[config.mk]
export PLATFORM = sky130hd
export DESIGN_NAME = lcd_cmd_arbiter
export DESIGN_NICKNAME = d
export VERILOG_FILES = /design/src/rtl/lcd_cmd_arbiter.sv
export SDC_FILE = /design/constraint.sdc
export NUM_CORES = 1
export LEC_CHECK = 0
export ABC_AREA = 1
export BUFFER_PORTS_ARGS = -buffer_cell sky130_fd_sc_hd__buf_2
export CAP_MARGIN = 20
export CORE_ASPECT_RATIO = 2
export CORE_MARGIN = 2
export CORE_UTILIZATION = 40
export CTS_BUF_LIST = sky130_fd_sc_hd__clkbuf_16
export DETAILED_ROUTE_END_ITERATION = 8
export SETUP_SLACK_MARGIN = 0.05
export SKIP_CTS_REPAIR_TIMING = 1
export SLEW_MARGIN = 30
export SYNTH_ARGS = -nofsm -noshare
export SYNTH_HDL_FRONTEND = slang
export SYNTH_SLANG_ARGS = --single-unit
[constraint.sdc]
create_clock -name clk -period 4.65 [get_ports clk]
set_input_delay 0.93 -clock clk [delete_from_list [all_inputs] [get_ports clk]]
set_output_delay 0.93 -clock clk [all_outputs]
set_load 0.03 [all_outputs]
[src/rtl/lcd_cmd_arbiter.sv]
`default_nettype none
// +----------------------------------------------------------------------------+
// | Module  : lcd_cmd_arbiter                                                   |
// | Brief   : Two-requester byte arbiter feeding a nibble-level LCD FSM, with   |
// |           bounded cfg bursts, done timeout and per-command settle delays.   |
// | Revision: 1.0 - initial release                                             |
// +----------------------------------------------------------------------------+
module lcd_cmd_arbiter #(
    parameter int SHORT_WAIT   = 2000,
    parameter int LONG_WAIT    = 82000,
    parameter int MAX_CFG_RUN  = 4,
    parameter int DONE_TIMEOUT = 8191
) (
    input  logic       clk,
    input  logic       reset,
    input  logic       cfg_valid,
    output logic       cfg_ready,
    input  logic [7:0] cfg_data,
    input  logic       txt_valid,
    output logic       txt_ready,
    input  logic [7:0] txt_data,
    input  logic       txt_rs,
    output logic [7:0] lcd_byte,
    output logic       lcd_rs,
    output logic       lcd_start,
    input  logic       lcd_done,
    output logic       busy,
    output logic       owner,
    output logic       err_timeout
);
    localparam int c_MAX_WAIT = (SHORT_WAIT > LONG_WAIT) ? SHORT_WAIT : LONG_WAIT;
    localparam int c_MAX_CNT  = (c_MAX_WAIT > DONE_TIMEOUT) ? c_MAX_WAIT : DONE_TIMEOUT;
    localparam int c_CW       = $clog2(c_MAX_CNT + 1);
    localparam int c_RW       = (MAX_CFG_RUN < 1) ? 1 : $clog2(MAX_CFG_RUN + 1);

    localparam logic [1:0] c_IDLE      = 2'd0;
    localparam logic [1:0] c_ISSUE     = 2'd1;
    localparam logic [1:0] c_WAIT_DONE = 2'd2;
    localparam logic [1:0] c_SETTLE    = 2'd3;

    logic [1:0]      state_q, state_d;
    logic [7:0]      byte_q, byte_d;
    logic            rs_q, rs_d;
    logic            owner_q, owner_d;
    logic            err_q, err_d;
    logic [c_RW-1:0] run_q, run_d;
    logic [c_CW-1:0] cnt_q, cnt_d;
    logic            w_long;

    always_ff @(posedge clk) begin
        if (!reset) begin
            state_q <= c_IDLE;
            byte_q  <= 8'h00;
            rs_q    <= 1'b0;
            owner_q <= 1'b0;
            err_q   <= 1'b0;
            run_q   <= '0;
            cnt_q   <= '0;
        end else begin
            state_q <= state_d;
            byte_q  <= byte_d;
            rs_q    <= rs_d;
            owner_q <= owner_d;
            err_q   <= err_d;
            run_q   <= run_d;
            cnt_q   <= cnt_d;
        end
    end

    // Clear and return-home are the only instructions needing the long settle.
    assign w_long = !rs_q && (byte_q[7:2] == 6'd0);

    always_comb begin
        state_d = state_q;
        byte_d  = byte_q;
        rs_d    = rs_q;
        owner_d = owner_q;
        err_d   = err_q;
        run_d   = run_q;
        cnt_d   = cnt_q;
        case (state_q)
            c_IDLE: begin
                if (cfg_ready) begin
                    byte_d  = cfg_data;
                    rs_d    = 1'b0;
                    owner_d = 1'b0;
                    state_d = c_ISSUE;
                    if (!txt_valid)
                        run_d = '0;
                    else if (run_q != c_RW'(MAX_CFG_RUN))
                        run_d = run_q + 1'b1;
                end else if (txt_ready) begin
                    byte_d  = txt_data;
                    rs_d    = txt_rs;
                    owner_d = 1'b1;
                    run_d   = '0;
                    state_d = c_ISSUE;
                end
            end
            c_ISSUE: begin
                cnt_d   = '0;
                state_d = c_WAIT_DONE;
            end
            c_WAIT_DONE: begin
                if (lcd_done) begin
                    cnt_d   = w_long ? c_CW'(LONG_WAIT) : c_CW'(SHORT_WAIT);
                    state_d = c_SETTLE;
                end else if (cnt_q == c_CW'(DONE_TIMEOUT)) begin
                    err_d   = 1'b1;
                    cnt_d   = '0;
                    state_d = c_IDLE;
                end else begin
                    cnt_d = cnt_q + 1'b1;
                end
            end
            c_SETTLE: begin
                // Counts down from the loaded value so SETTLE spans exactly that many cycles.
                if (cnt_q <= c_CW'(1)) begin
                    cnt_d   = '0;
                    state_d = c_IDLE;
                end else begin
                    cnt_d = cnt_q - 1'b1;
                end
            end
            default: state_d = c_IDLE;
        endcase
    end

    always_comb begin
        cfg_ready = 1'b0;
        txt_ready = 1'b0;
        if (reset && (state_q == c_IDLE)) begin
            cfg_ready = cfg_valid && (!txt_valid || (run_q < c_RW'(MAX_CFG_RUN)));
            txt_ready = txt_valid && !cfg_ready;
        end
        lcd_start   = (state_q == c_ISSUE);
        busy        = (state_q != c_IDLE);
        lcd_byte    = byte_q;
        lcd_rs      = rs_q;
        owner       = owner_q;
        err_timeout = err_q;
    end

endmodule
`default_nettype wire

Yosys cells after proc, flatten, opt, wreduce, memory -nomap -nowiden
Index checks and enable logic that the tools add are counted.
- add/subtract/negate cells: 3
- equal/unequal tests: 9
- mux-type cells: 23
- order comparisons: 2
- reduce and logical (&&, ||, !) cells: 17
- bitwise operators: 1
- operators with widths (cell ; count):
    $mux 17 ; 4
    $pmux 17 s3 ; 1
    $add 17x1->17 const B ; 1
    $eq 17x13->1 const B ; 1
    $le 17x1->1 const B ; 1
    $sub 17x1->17 const B ; 1
    $mux 8 ; 2
    $mux 3 ; 4
    $mux 2 ; 5
    $ne 3x3->1 const B ; 3
    $reduce_and 3->1 ; 3
    $pmux 2 s4 ; 1
    $logic_not 6->1 ; 1
    $mux 1 ; 6
    $eq 2x2->1 const B ; 2
    $logic_and 1x1->1 ; 4
    $reduce_bool 2->1 ; 2
    $add 3x1->3 const B ; 1
    $logic_not 1->1 ; 3
    $lt 3x3->1 const B ; 1
    $ne 3x2->1 const B ; 1
    $reduce_bool 3->1 ; 1
    $eq 2x1->1 const B ; 1
    $logic_not 2->1 ; 1
    other kinds (4) ; 4
- output and inout bits: 15
- flip-flop bits (word level): 33
- word-level logic and storage cells: 62
- bits of input ports: 22

Logic depth before layout (Yosys ltp)
- depth in word-level cells: 9
- depth in mapped cells: 12
- gate-level depth less buffers: 12

Worst setup path before layout
No wires, ideal clock.
- kind: input port to output port
- from: input reset
- to: output txt_ready
- stages: 4
- slack: 1977 ps
- path buffers: 0
- required time: 3720 ps
- arrival time: 1743 ps
- cell sequence: inv_2 nor2_8 nand2_2 nor2_1
- word-level cells in the longest chain between the ends: 2
- RTL lines (item ; line ; RTL):
    start, declared ; 15 ; input logic reset,
    $logic_and 1x1->1 ; 132 ; if (reset && (state_q == c_IDLE)) begin
    $mux 1 ; 132 ;
    end, declared ; 20 ; output logic txt_ready,
No other way between the ends.

Worst setup path in the final report
- from: input reset
- to: output cfg_ready
- word-level cells in the longest chain between the ends: 2
- RTL lines (item ; line ; RTL):
    $logic_and 1x1->1 ; 132 ;
    $mux 1 ; 132 ;
    end, declared ; 17 ; output logic cfg_ready,
No other way between the ends.

==> impl_metrics.yaml <==
outcome:
  outcome: "complete, no violations"
drt:
  ant_nets: 0
  wl_per_cell_um: 14.5
  drc: 0
  drt-initial-drc-count: 63
  vias_per_cell: 5.16
  vias: 2484
  routed_wl_um: 6970
  first_pass_iters: 4
clock_tree:
  cts-root-buf: "clkbuf_16"
  cts.path.max_buffers: 2
  cts_htree_levels: 2
  numCtsBuffers: 5
  cts_tree: "done"
  path_clk_slew_ns: 0.05
  cts.sinks: 33
  worstSkewPairLatency_ns: 0.29
synthesis:
  ys_seq_elements: 33
  synth_edf_count: 0
  synth_fp_nets: 414
  synth_top_cell_by_area: "dfxtp_1"
  synth_cell_types: 32
  synthArstFlopShare_pct: 0
  syn_area_um2: 2450
  synth.area.top_cells: "dfxtp_1 (27%), nand2_1 (18%), nor2_1 (8.0%)"
  synth_top_area_share_pct: 27.0
  avgSynthCellArea_um2: 6.33
  ys_warn_count: 0
  synth_ff_type: "dfxtp_1"
  yosysSeqAreaShare_pct: 27.0
  synthCells: 387
worst_setup_path:
  required_ns: 3.72
  crit_buf_inv: 4
  start_kind: "input pin"
  endpoint_kind: "primary output"
  crit_path_cell_trace: "buf_2 -> inv_2 -> nor2_8 -> nand2_2 -> inv_4 -> buf_2"
  cp_slowest_stage_delay_ns: 0.39
  critPathArrivalTime_ns: 2.36
  cpMostUsedCell: "buf_2"
  slowest_stage: "buf_2"
  worstSetupPathType: "input pin to primary output"
  crit_family: "buffers and inverters"
  cp_max_fo: 23
place:
  hpwlAfterDp_um: 5500
  dp_slack_ns: 1.34
  place.gp.congestion: 0.928
  io_buffers: 36
  place_area_um2: 2610
timing:
  fin_crit_ns: 3.29
  timing.slew.headroom_pct: 58.9
  finalClockSkew_ns: 0.00324
  slew_viol_final: 0
  fmax_mhz: 304
  timing.final.ws_setup_ns: 1.36
  tightestPinTransition_ns: 0.617
  period_share_pct: 70.7
  fin_tns_setup_ns: 0
  hold_viol: 0
  rsz0062_at_grt: "false"
  finalSetupViolCount: 0
  fin_hold_ws_ns: 0.462
cells_and_area:
  areaGrowthSynthToFinish_pct: 13.3
  nets: 444
  fin_area_um2: 2780
  drive_above_1_share_pct: 17.2
  final_core_util_pct: 46.6
  fill_cells: 640
  diodes: 0
global_routing:
  grt-busiest-layer: "met2"
  antenna_found_initial: 0
  met3_usage_pct: 3.05
  grt_max_degree: 24
  grt_overflow: 0
  grtUsageTotal_pct: 22.4
  gr-usage-met1_pct: 19.2
  grt_util_met2_pct: 42.8
  grt_pass1_vias: 2490
  grt_pass1_wl_um: 11300
floorplan:
  core_area_um2: 5960
  fp-row-count: 40
  initial_utilization_pct: 41.1
  die_x_um: 59.3
  die_area_um2: 6800
  fp.dieH_um: 115
  io_pins: 37
power:
  p_per_area_nw_per_um2: 541
  ir_drop_v: 0.000325
  p_leak_nw: 1.44
flow_run:
  drv_cap: 0
min_path:
  hold_path.class: "flip-flop to flip-flop"
[cell type report]
class / count / area, µm² / share of cell area [%]
inverters: 40 / 155 / 5.59
flip-flops and latches: 33 / 661 / 23.8
repair buffers: 36 / 180 / 6.49
clock inverters: 3 / 41.3 / 1.49
multi-input cells: 301 / 1540 / 55.3
well taps: 63 / 78.8 / 2.84
clock buffers: 5 / 125 / 4.51
[path summary, 6_finish.rpt]
kind	start	to	slack (ns)	depth (start not counted)
min reg2reg	err_timeout	err_timeout	0.46	1
min	err_timeout	err_timeout	0.46	1
max reg2reg	cnt_q[8]	cnt_q[14]	2.63	10
max	reset	cfg_ready	1.36	6
[sequential cells by signal, indices dropped and copies added (netlist names)]
signal,cells
err_timeout,1
state_q,2
run_q,3
lcd_byte,8
cnt_q,17
owner,1
lcd_rs,1
[where the power goes]
part / internal (W) / switching [W] / leakage, nW
clock network: 0.000251 / 0.000130 / 0.0775
registers: 0.000332 / 0.0000748 / 0.269
logic: 0.000234 / 0.000482 / 1.10
total: 0.000816 / 0.000686 / 1.44
[cells in the final DEF, fill, tap and decap left out, drive strengths merged, types with 8 or more instances in the layout]
master / instances
o21ai: 25
inv: 40
buf: 36
a31oi: 8
a21oi: 13
dfxtp: 33
nor2: 64
nand3: 21
xor2: 18
nand2: 130
[per-layer routing]
layer,part of all wire [%],up-vias
li1,-,1276
met1,34,1101
met2,56,77
met3,3.3,30
met4,6.9,0
met5,0,-
[synth_stat cells, drive strengths merged, types with 3 or more instances]
library cell,count
nand2,130
nor2,64
inv,40
dfxtp,33
o21ai,25
nand3,21
xor2,18
a21oi,13
buf,13
a31oi,8
ha,5
nand4,5
xnor2,3
[stage by stage]
step                      cells  power [W]
after floorplan             387   0.000965
after global placement      473    0.00112
after detailed placement    473    0.00112
after CTS                   481    0.00151
after global routing        481    0.00162
final                       481    0.00150
[logic make-up after synthesis]
family	after synthesis	synth area share, %
AOI/OAI and AO/OA	52	11.6
DFF	33	27.0
buffers and inverters	53	10.4
and+or+nand+nor	223	41.0
xor gates and xnor gates	21	7.51
adders and majority gates	5	2.55
Note: power is estimated with default switching activity, not from simulation.
